File: config.mk
export PLATFORM = sky130hd
export DESIGN_NAME = alu_operand_stage
export DESIGN_NICKNAME = d
export VERILOG_FILES = /design/src/rtl/mips_pkg.sv /design/src/rtl/fwd_select.sv /design/src/rtl/alu_operand_stage.sv
export SDC_FILE = /design/constraint.sdc
export NUM_CORES = 1
export LEC_CHECK = 0
export CORE_MARGIN = 4
export CORE_UTILIZATION = 40
export CTS_BUF_LIST = sky130_fd_sc_hd__clkbuf_8
export DETAILED_ROUTE_END_ITERATION = 8
export PLACE_DENSITY = 0.81
export SKIP_LAST_GASP = 1
export SYNTH_ARGS = -nofsm -noshare
export SYNTH_HDL_FRONTEND = slang
export SYNTH_HIERARCHICAL = 1
export SYNTH_SLANG_ARGS = --single-unit
File: constraint.sdc
create_clock -name clk -period 2.52 [get_ports clk]
set_input_delay 0.756 -clock clk [delete_from_list [all_inputs] [get_ports clk]]
set_output_delay 0.756 -clock clk [all_outputs]
set_load 0.02 [all_outputs]
File: src/rtl/mips_pkg.sv
// mips_pkg: shared definitions for the ID/EX operand stage.
//   DATA_W / REG_AW : default datapath and register-number widths
//   ZERO_REG        : the hard-wired zero register (never forwarded)
//   fwd_sel_e       : which source a forwarded operand came from
package mips_pkg;

  localparam int DATA_W = 32;
  localparam int REG_AW = 5;

  localparam logic [REG_AW-1:0] ZERO_REG = '0;

  typedef enum logic [1:0] {
    FWD_RF = 2'd0,
    FWD_EX = 2'd1,
    FWD_MM = 2'd2
  } fwd_sel_e;

endpackage

File: src/rtl/fwd_select.sv
// fwd_select: resolves one source operand against the EX and MEM
// destinations. EX beats MEM; a load in EX is not forwardable (its data is
// not ready yet, that case is covered by the load-use bubble).
//   src_rn_i / rf_val_i          : source register number and regfile value
//   ex_wreg_i/ex_m2reg_i/ex_rn_i/ex_alu_i : instruction currently in EX
//   mm_wreg_i/mm_rn_i/mm_data_i  : instruction currently in MEM
//   fwd_val_o                    : resolved operand value
//   fwd_sel_o                    : source that supplied it
module fwd_select
  import mips_pkg::*;
#(
  parameter int DW = DATA_W,
  parameter int AW = REG_AW
) (
  input  logic [AW-1:0] src_rn_i,
  input  logic [DW-1:0] rf_val_i,
  input  logic          ex_wreg_i,
  input  logic          ex_m2reg_i,
  input  logic [AW-1:0] ex_rn_i,
  input  logic [DW-1:0] ex_alu_i,
  input  logic          mm_wreg_i,
  input  logic [AW-1:0] mm_rn_i,
  input  logic [DW-1:0] mm_data_i,
  output logic [DW-1:0] fwd_val_o,
  output fwd_sel_e      fwd_sel_o
);

  // Forward-source priority mux: EX result, then MEM writeback, then regfile.
  always_comb begin
    fwd_val_o = rf_val_i;
    fwd_sel_o = FWD_RF;
    if (src_rn_i == AW'(ZERO_REG)) begin
      fwd_val_o = rf_val_i;
      fwd_sel_o = FWD_RF;
    end else if (ex_wreg_i && !ex_m2reg_i && (ex_rn_i == src_rn_i)) begin
      fwd_val_o = ex_alu_i;
      fwd_sel_o = FWD_EX;
    end else if (mm_wreg_i && (mm_rn_i == src_rn_i)) begin
      fwd_val_o = mm_data_i;
      fwd_sel_o = FWD_MM;
    end else begin
      fwd_val_o = rf_val_i;
      fwd_sel_o = FWD_RF;
    end
  end

endmodule

File: src/rtl/alu_operand_stage.sv
// alu_operand_stage: builds ALU operands A/B and store data from the ID
// stage, with EX/MEM forwarding, immediate extension and shift-amount
// selection, and registers them as the ID/EX pipeline boundary.
//   clk, rst            : clock, synchronous active-high reset
//   id_*                : decoded instruction fields and regfile read data
//   ex_* (inputs)       : instruction currently in EX (forward source)
//   mm_*                : instruction currently in MEM (forward source)
//   stall, flush        : external hold / kill of the ID instruction
//   lu_stall            : combinational load-use hazard to the front end
//   ex_a/ex_b/ex_st     : registered ALU operands and store data
//   ex_valid            : registered instruction valid
module alu_operand_stage
  import mips_pkg::*;
#(
  parameter int DATA_W  = mips_pkg::DATA_W,
  parameter int IMM_W   = 16,
  parameter int REG_AW  = mips_pkg::REG_AW,
  parameter int SHAMT_W = 5
) (
  input  logic               clk,
  input  logic               rst,
  input  logic               id_valid,
  input  logic [DATA_W-1:0]  id_qa,
  input  logic [DATA_W-1:0]  id_qb,
  input  logic [REG_AW-1:0]  id_rs,
  input  logic [REG_AW-1:0]  id_rt,
  input  logic               id_use_rs,
  input  logic               id_use_rt,
  input  logic [IMM_W-1:0]   id_imm,
  input  logic [SHAMT_W-1:0] id_shamt,
  input  logic               id_aluimm,
  input  logic               id_sext,
  input  logic               id_shift,
  input  logic               ex_wreg,
  input  logic               ex_m2reg,
  input  logic [REG_AW-1:0]  ex_rn,
  input  logic [DATA_W-1:0]  ex_alu,
  input  logic               mm_wreg,
  input  logic [REG_AW-1:0]  mm_rn,
  input  logic [DATA_W-1:0]  mm_data,
  input  logic               stall,
  input  logic               flush,
  output logic               lu_stall,
  output logic [DATA_W-1:0]  ex_a,
  output logic [DATA_W-1:0]  ex_b,
  output logic [DATA_W-1:0]  ex_st,
  output logic               ex_valid
);

  logic [DATA_W-1:0] fa_s, fb_s, imm_x_s, shamt_x_s;
  fwd_sel_e          sel_a_s, sel_b_s;
  logic              unused_sel_s;
  logic [DATA_W-1:0] a_d, b_d, st_d;
  logic              valid_d;
  logic [DATA_W-1:0] a_q, b_q, st_q;
  logic              valid_q;

  fwd_select #(.DW(DATA_W), .AW(REG_AW)) u_fwd_rs (
    .src_rn_i  (id_rs),
    .rf_val_i  (id_qa),
    .ex_wreg_i (ex_wreg),
    .ex_m2reg_i(ex_m2reg),
    .ex_rn_i   (ex_rn),
    .ex_alu_i  (ex_alu),
    .mm_wreg_i (mm_wreg),
    .mm_rn_i   (mm_rn),
    .mm_data_i (mm_data),
    .fwd_val_o (fa_s),
    .fwd_sel_o (sel_a_s)
  );

  fwd_select #(.DW(DATA_W), .AW(REG_AW)) u_fwd_rt (
    .src_rn_i  (id_rt),
    .rf_val_i  (id_qb),
    .ex_wreg_i (ex_wreg),
    .ex_m2reg_i(ex_m2reg),
    .ex_rn_i   (ex_rn),
    .ex_alu_i  (ex_alu),
    .mm_wreg_i (mm_wreg),
    .mm_rn_i   (mm_rn),
    .mm_data_i (mm_data),
    .fwd_val_o (fb_s),
    .fwd_sel_o (sel_b_s)
  );

  // Select codes are kept for debug visibility; the datapath uses the values.
  assign unused_sel_s = ^{sel_a_s, sel_b_s};

  // A load in EX whose destination is read by ID cannot be forwarded yet.
  assign lu_stall = id_valid && ex_wreg && ex_m2reg && (ex_rn != REG_AW'(ZERO_REG)) &&
                    ((id_use_rs && (ex_rn == id_rs)) || (id_use_rt && (ex_rn == id_rt)));

  assign imm_x_s   = id_sext ? {{(DATA_W-IMM_W){id_imm[IMM_W-1]}}, id_imm}
                             : {{(DATA_W-IMM_W){1'b0}}, id_imm};
  assign shamt_x_s = {{(DATA_W-SHAMT_W){1'b0}}, id_shamt};

  // Next-state operand muxes; store data is always the forwarded rt value.
  always_comb begin
    a_d     = id_shift  ? shamt_x_s : fa_s;
    b_d     = id_aluimm ? imm_x_s   : fb_s;
    st_d    = fb_s;
    valid_d = id_valid;
  end

  // ID/EX boundary register: rst > stall > flush/load-use bubble > load.
  always_ff @(posedge clk) begin
    if (rst) begin
      a_q     <= '0;
      b_q     <= '0;
      st_q    <= '0;
      valid_q <= 1'b0;
    end else if (stall) begin
      a_q     <= a_q;
      b_q     <= b_q;
      st_q    <= st_q;
      valid_q <= valid_q;
    end else if (flush || lu_stall) begin
      a_q     <= '0;
      b_q     <= '0;
      st_q    <= '0;
      valid_q <= 1'b0;
    end else begin
      a_q     <= a_d;
      b_q     <= b_d;
      st_q    <= st_d;
      valid_q <= valid_d;
    end
  end

  assign ex_a     = a_q;
  assign ex_b     = b_q;
  assign ex_st    = st_q;
  assign ex_valid = valid_q;

endmodule
# --- Yosys cells after proc, flatten, opt, wreduce, memory -nomap -nowiden ---
# Cells that the tools add are included.
word_totals:
  reg_bits: 97
  out_inout_bits: 98
classes:
  n_eq_ne: 4
  n_mux: 13
  n_reduce_logical: 17
ops:
  columns: ["operator", "n"]
  rows:
  - ["2-to-1 mux 32 bit", 12]
  - ["== test 5 bit", 4]
  - ["logical AND 1 bit", 11]
  - ["zero test 5 bit", 2]
  - ["nonzero test 5 bit", 1]
  - ["logical OR 1 bit", 2]
  - ["zero test 1 bit", 1]
  - ["2-to-1 mux 1 bit", 1]

# --- Depth between registers and ports, before layout ---
# Gate-level depths: netlist of run 1.
logic_depth:
  word_depth: 7
  ltp_mapped: 10

# --- Hierarchy ---
# The synthesis of run 1 kept the hierarchy.
modules_own_cells:
  columns: ["mod", "instances", "cells_per_inst", "area_each_um2", "seq_area_each_um2"]
  rows:
  - ["alu_operand_stage", 1, 554, 4732.0, 1941.9]
  - ["fwd_select", 2, 94, 842.1, 0.0]

# --- Least setup slack after synthesis of run 1 ---
# OpenSTA, ideal clock, no wires.
synth_timing:
  kind: "input to output"
  start: "in ex_rn[1]"
  end: "out lu_stall"
  arrival_ns: 1.973
  t_required_ns: 1.764
  path_slack_ns: -0.209
  stages: 5
  path_buffers: 1
  path_cell_list: "xnor2_1 -> nand4_1 -> o22ai_1 -> clkbuf_1 -> nor2b_1"
synth_between:
  elab_chain_len: 4
  word_cells_on_any_way: 8
synth_rtl:
  columns: ["element", "line", "text"]
  rows:
  - ["start, declared", "alu_operand_stage.sv:36", "input logic [REG_AW-1:0] ex_rn,"]
  - ["== test 5 bit", "alu_operand_stage.sv:91", "((id_use_rs && (ex_rn == id_rs)) || (id_use_rt && (ex_rn == id_rt)));"]
  - ["logical AND 1 bit", "alu_operand_stage.sv:91", null]
  - ["logical OR 1 bit", "alu_operand_stage.sv:91", null]
  - ["logical AND 1 bit (*)", "alu_operand_stage.sv:90", "assign lu_stall = id_valid && ex_wreg && ex_m2reg && (ex_rn != REG_AW'(ZERO_REG)) &&"]
  - ["end, declared", "alu_operand_stage.sv:43", "output logic lu_stall,"]
# Every way passes the cells marked *; elsewhere a longest branch is shown, timed or not.

# --- Worst setup path in the final report of run 1 ---
layout_timing:
  start: "in mm_rn[1]"
  end: "reg a_q[27], in the netlist ex_a[27]"
layout_between:
  elab_chain_len: 7
layout_rtl:
  columns: ["element", "line", "text"]
  rows:
  - ["start, declared", "alu_operand_stage.sv:39", "input logic [REG_AW-1:0] mm_rn,"]
  - ["== test 5 bit", "fwd_select.sv:38", "end else if (mm_wreg_i && (mm_rn_i == src_rn_i)) begin"]
  - ["logical AND 1 bit", "fwd_select.sv:38", null]
  - ["2-to-1 mux 32 bit", "fwd_select.sv:38", null]
  - ["2-to-1 mux 32 bit", "fwd_select.sv:35", "end else if (ex_wreg_i && !ex_m2reg_i && (ex_rn_i == src_rn_i)) begin"]
  - ["2-to-1 mux 32 bit", "fwd_select.sv:32", "if (src_rn_i == AW'(ZERO_REG)) begin"]
  - ["named net fa_s[27]", "alu_operand_stage.sv:50", "logic [DATA_W-1:0] fa_s, fb_s, imm_x_s, shamt_x_s;"]
  - ["2-to-1 mux 32 bit", "alu_operand_stage.sv:99", "a_d = id_shift ? shamt_x_s : fa_s;"]
  - ["2-to-1 mux 32 bit", "alu_operand_stage.sv:117", "end else if (flush || lu_stall) begin"]
  - ["end signal, assigned", "alu_operand_stage.sv:113", "a_q <= a_q;"]
  - ["end, declared", "alu_operand_stage.sv:55", "logic [DATA_W-1:0] a_q, b_q, st_q;"]
# The timed path passes the listed nets, and every way through them passes these cells.
# A chain may end at the register's enable or synchronous reset.

==> results_dict.tcl, run 1 <==
set metrics [dict create \
    cts.sinks 97 \
    rsz0062_at_grt "yes" \
    dieArea_mm2 0.0181 \
    stdcell_area_mm2 0.0114 \
    clk_pin_slew_worst_paths_ps 100 \
    syn_to_final_growth_pct 78.3 \
    syn_area_per_cell_um2 8.66 \
    grt_pass1_vias 7452 \
    antenna_found_initial 0 \
    drc 0 \
    cts_tree "built" \
    fp-row-count 46 \
    path_class "primary input to register" \
    grt_pass1_wl_um 42300 \
    coreArea_mm2 0.0158 \
    grt_overflow 0 \
    maxSlewViolCount 0 \
    fin_cells 1280 \
    fin_crit_sh_pct 109 \
    cts-htree-levels 3 \
    routed_wl_um 29500 \
    dr.pass1.iters 5 \
    io_pins 280 \
    setup_violations 72 \
    tightest_slew_ps 1070 \
    die_h_um 135 \
    hold_viol 0 \
    ir_drop_mv 0.254 \
    routabilityCongestion 0.827 \
    clkLatencyLatePin_ps 370 \
    synthCells 740 \
    numCtsBuffers 9 \
    worstSetupStartpointType "primary input" \
    power.density_mw_per_mm2 381 \
    grt_max_degree 98 \
    setup_tns_ps -8410 \
    slew_headroom_pct 28.5 \
    antenna_left 0 \
    run_status "finished with violations" \
    via_count 7646 \
    cts_hold_buf 0 \
    cp-end-kind "register" \
    via_per_inst 5.97 \
    max_freq_mhz 362 \
    most-common-layout-cells "clkdlybuf4s50_1, dfxtp_1, a21oi_1" \
    drive_above_1_share_pct 27.8 \
    diodes 0 \
    first_iter_violations 582 \
    finalNetCount 1241 \
    cts_root_buf "clkbuf_8" \
    grt_use_total_pct 29.8 \
    placed_cell_area_mm2 0.00987 \
    yosys_warnings 6 \
    maxCapViolations 0 \
    clock_path_buffers 2 \
    cp_data_arrival_time_ps 3000 \
    fin_skew_ps 0 \
    dieWidth_um 135 \
    start_util_pct 40.6 \
    power.leakage_nw 3.96 \
    hold_path.class "register to register" \
    final_common_cell "clkdlybuf4s50_1" \
    fin_ws_ps -239 \
    path_max_fanout 9 \
    required_ps 2760 \
    post_drt_wl_per_cell_um 23.1 \
    hpwlAfterDp_um 18200 \
    syn_area_mm2 0.00641 \
    violations "setup timing" \
    period_needed_ps 2760 \
    placedCellCount 1231 \
    syn-num-nets 922 \
    numPortBuffers 279 \
]
## worst max-delay path, cell delays in order
cell	delay, ps
dlygate4sd2_1	280
buf_4	160
xnor2_2	150
nand4_1	150
buf_4	190
a211oi_4	240
buf_12	160
bufbuf_16	270
nand2b_1	60
o221a_1	130
nor3b_2	160
a22oi_1	190
o21ai_1	100
## repair_timing
action                     CTS  global route
setup endpoints to repair   98            98
setup buffers               26            10
gates resized for setup    188            78
pin swaps                   70            61
gates cloned                 7             0
## report_power, final
part,leakage [nW],internal [mW],switching [mW]
clock,0.111,0.562,0.598
combinational,3.05,0.835,0.685
sequential,0.793,1.62,0.0590
## layer usage
metal	track usage, %	up-vias	part of all wire [%]
met3	6.86	78	8.1
met4	12.2	0	4.0
met5	0	-	0
li1	-	3475	-
met2	52.5	395	51
met1	35.0	3698	37
## layout make-up
| class | instances | area, um^2 |
|---|---|---|
| clock inverters | 7 | 93.8 |
| repair buffers | 389 | 4060 |
| well taps | 216 | 270 |
| clock buffers | 9 | 124 |
| flip-flops and latches | 97 | 1940 |
| fillers | 1144 | 4340 |
| multi-input cells | 562 | 4940 |
## state kept, by name, summed over array words and instances, names as in the netlist
signal    count
ex_valid      1
ex_st        32
ex_b         32
ex_a         32
## final timing paths
kind | startpoint | to | slack (ps) | cells after the start
max | mm_rn[1] | ex_a[27] | -240 | 13
min | ex_st[16] | ex_st[16] | 480 | 2
max reg2reg | ex_b[30] | ex_b[30] | 1650 | 3
min reg2reg | ex_st[16] | ex_st[16] | 480 | 2
## metrics by stage
| step | worst slack, ps | hold WS [ps] | util, % | power, mW |
|---|---|---|---|---|
| after floorplan | -119 | 585 | - | 2.25 |
| after global placement | -1030 | 446 | 62.6 | 2.96 |
| after detailed placement | -1040 | 455 | 62.6 | 2.98 |
| after CTS | -166 | 480 | 70.6 | 4.27 |
| after global routing | -293 | 504 | 72.5 | 4.52 |
| final | -239 | 481 | 72.5 | 4.36 |
Power figures use the tool's default switching activity.
==> run 2: changes to the inputs <==
CAP_MARGIN = 20   (was unset)
==> results of run 2 <==
Same layout as run 1: the final DEF is identical, and so are final timing and power.
==> RTL change 1 (config.mk and constraints of run 1) <==
The parameter `IMM_W` goes from 16 to 14.
--- a/src/rtl/alu_operand_stage.sv
+++ b/src/rtl/alu_operand_stage.sv
@@ -15,3 +15,3 @@
   parameter int DATA_W  = mips_pkg::DATA_W,
-  parameter int IMM_W   = 16,
+  parameter int IMM_W   = 14,
   parameter int REG_AW  = mips_pkg::REG_AW,
Ports: changed (resized id_imm); port bits go from 280 to 278. No check against the original RTL was run, so the function may have changed too.
==> RTL change 1 against run 1 <==
The flow still finishes with violations (setup timing). Total power down 2.9%. Routed wire length up 3.2%. Design area up 2.6%. Sequential cell count unchanged. Clock skew unchanged. Setup slack better by 0.013 ns. Critical path depth up 2. Worst hold slack worse by 0.0073 ns. Area after synthesis about the same. Global-route usage up 0.086 points. Critical endpoint is now ex_b[27]. Largest power group unchanged. Highest routed layer is now met5.
==> RTL change 1: results (changes against run 1) <==
| Metric | Value |
|---|---|
| GRT met3 Usage | 8.46% (+1.6 points) |
| Slew @ Worst Pin | 0.788 ns (-0.284 ns) |
| Leak pwr | 4.13 nW (+4.4%) |
| Met3 WL | 2860 um (+20%) |
| Share of layout cells above drive strength 1 | 31.3% (+3.5 points) |
| Initial antenna violation count | 2 (+2) |
| Mean Syn Cell Area | 8.63 sq um (-0.37%) |
| Input/output buffers | 277 (-0.72%) |
| Inst Count DP | 1224 (-0.57%) |
| Final WS setup | -0.226 ns (+0.0130 ns) |
| Fill cell count | 1017 (-11%) |
| Dpl ws | -1.09 ns (-0.0497 ns) |
| DR WL/cell | 23.7 um (+2.6%) |
| Metal-1 WL | 11200 um (+2.7%) |
| # setup viols final | 80 (+11%) |
| Crit path arrival time | 3.05 ns (+0.05 ns) |
| Met1 usage in global routing | 34.9% (-0.092 points) |
| Global Route met2 Usage | 51.8% (-0.73 points) |
| CP top delay family | compound AO/OA/AOI/OAI gates |
| Maximum fanout along the worst path | 10 (+1) |
| Worst vdd rail ir drop | 0.254 mV (-0.13%) |
| Failing checks | setup timing |
| Status | finished with violations |
| Post-CTS Setup Bufs | 27 (+3.8%) |
| Routed WL | 30500 um (+3.2%) |
-- RTL change 1: changes by cell type in the layout (fill, tap and decap cells not counted), sizes merged, moves of 2 or more --
| cell | before | now |
|---|---|---|
| a21oi | 105 | 109 |
| a22oi | 48 | 46 |
| buf | 121 | 131 |
| bufinv | 2 | 0 |
| clkbuf | 12 | 23 |
| clkdlybuf4s15 | 4 | 1 |
| clkdlybuf4s50 | 254 | 252 |
| dlygate4sd2 | 5 | 2 |
| mux2 | 21 | 19 |
| nand2b | 82 | 84 |
-- RTL change 1: metrics by stage --
step / area (sq um) / util [%] / hold slack (ns) / TNS [ns]
floorplan: 6410 / - / 0.585 / -2.62
global placement: 9870 / 64.0 / 0.446 / -79.43
detailed placement: 9870 / 64.0 / 0.452 / -81.54
CTS: 11100 / 71.7 / 0.477 / -3.96
global route: 11700 / 76.0 / 0.500 / -9.59
finish: 11700 / 76.0 / 0.473 / -5.95
-- RTL change 1: final timing paths --
| kind | startpoint | end | slack [ns] | cells past startpoint |
|---|---|---|---|---|
| setup reg to reg | ex_valid | ex_valid | 1.59 | 2 |
| hold / removal | ex_st[10] | ex_st[10] | 0.47 | 2 |
| setup / recovery | id_rt[2] | ex_b[27] | -0.23 | 15 |
| hold reg to reg | ex_st[10] | ex_st[10] | 0.47 | 2 |
-- RTL change 1: final cells by class --
class	instances	share of cell area (%)
Multi-Input combinational cell	564	43.6
Timing Repair Buffer	398	36.0
Sequential cell	97	16.6
Tap cell	211	2.25
Clock buffer	11	1.29
Clock inverter	5	0.277
Antenna cell	1	0.0213
-- RTL change 1: where the power goes --
part | internal, mW | switching, mW
registers | 1.62 | 0.0594
clock network | 0.411 | 0.582
logic | 0.860 | 0.701
==> RTL change 2 (config.mk and constraints of run 1) <==
Without the edit above. Reset style: asynchronous (`rst`), changed in one clocked block. Comments in the files are not updated.
--- a/src/rtl/alu_operand_stage.sv
+++ b/src/rtl/alu_operand_stage.sv
@@ -105,3 +105,3 @@
   // ID/EX boundary register: rst > stall > flush/load-use bubble > load.
-  always_ff @(posedge clk) begin
+  always_ff @(posedge clk or posedge rst) begin
     if (rst) begin
Check against the original RTL: differs if rst is asserted again (counterexample within 4 cycles, from zero or initial values and one cycle with rst high); with rst held inactive, the same outputs for 10 cycles.
==> RTL change 2 against run 1 <==
Design area up 7.1%. Global-route usage down 0.50 points. Routed wire length up 4.1%. Core utilization up 0.80 points. Highest routed layer unchanged. Setup slack better by 0.021 ns. Via count up 2.8%. Sequential cell count unchanged. Synthesized cell count down 2.3%. The flow still finishes with violations (setup timing). Largest power group is now combinational cells. Total power up 14%. Critical path depth down 7. Area after synthesis up 7.2%.
==> RTL change 2: results (changes against run 1) <==
| Metric | Value |
|---|---|
| Multi-Input Combinational | 529 (-5.9%) |
| Mapped Cells | 723 (-2.3%) |
| Clkbuf count | 11 (+2) |
| Vias in the first global route | 7754 (+4.1%) |
| Sequential Area | 0.00243 sq mm (+25%) |
| Clock share of power | 22.0% (-4.6 points) |
| Nonclk buf count | 412 (+5.9%) |
| Post-CTS Setup Bufs | 31 (+19%) |
| # setup viols final | 87 (+21%) |
| Leak pwr | 4.73 nW (+20%) |
| Dpl ws | -1.08 ns (-0.0392 ns) |
| Antenna diode count | 5 (+5) |
| Post-DP HPWL | 20700 um (+14%) |
| Fill cell count | 1202 (+5.1%) |
| P_sw | 1.68 mW (+25%) |
| Failing checks | setup timing |
| Worst vdd rail ir drop | 0.254 mV (+0.19%) |
| Slew HR | 44.8% (+16 points) |
| Initial antenna violation count | 5 (+5) |
| Seq_cells | 97 (unchanged) |
| Post_cts resized | 190 (+1.1%) |
| Global placer's final weighted congestion | 0.878 (+6.2%) |
| Share of layout cells above drive strength 1 | 31.6% (+3.8 points) |
| Final clock-cell share | 1.66% (-0.25 points) |
| Tot GR Track Use | 29.3% (-0.50 points) |
| Crit path arrival time | 1.98 ns (-1.02 ns) |
| Status | finished with violations |
| Syn_nets | 905 (-1.8%) |
| Non-clock buffer share | 35.3% (-0.18 points) |
| Mean Syn Cell Area | 9.50 sq um (+9.7%) |
| Multi-input logic portion of the cell area | 40.3% (-3.0 points) |
| Comb pwr share | 40.9% (+6.0 points) |
| Maximum fanout along the worst path | 2 (-7) |
| Final WS setup | -0.218 ns (+0.0210 ns) |
| Routed WL | 30700 um (+4.1%) |
| DR iter-0 viols | 682 (+17%) |
| Area grow syn2layout | 78.1% |
RTL change 2: routing by layer:
metal,vias to the layer above,wire (um),global-route usage [%]
met3,81,2310,5.93
met2,391,14900,46.8
met4,0,1430,15.6
met1,3861,12100,37.6
li1,3526,-,-
met5,-,0,0
RTL change 2: worst paths after layout:
kind / startpoint / endpoint / slack [ns] / cells after the start
max reg2reg: ex_b[9] / ex_b[9] / 1.67 / 2
max: ex_rn[4] / lu_stall / -0.22 / 6
min reg2reg: ex_st[16] / ex_st[16] / 0.49 / 2
max in group asynchronous: rst / ex_st[5] / 1.19 / 3
min in group asynchronous: rst / ex_b[2] / 0.81 / 2
min: ex_st[16] / ex_st[16] / 0.49 / 2
RTL change 2: worst max-delay path, cell delays in order:
cell and delay (ns):
buf_8 0.10, buf_6 0.10, or4_4 0.54, o2111ai_4 0.24, nor2b_4 0.09, buf_6 0.14
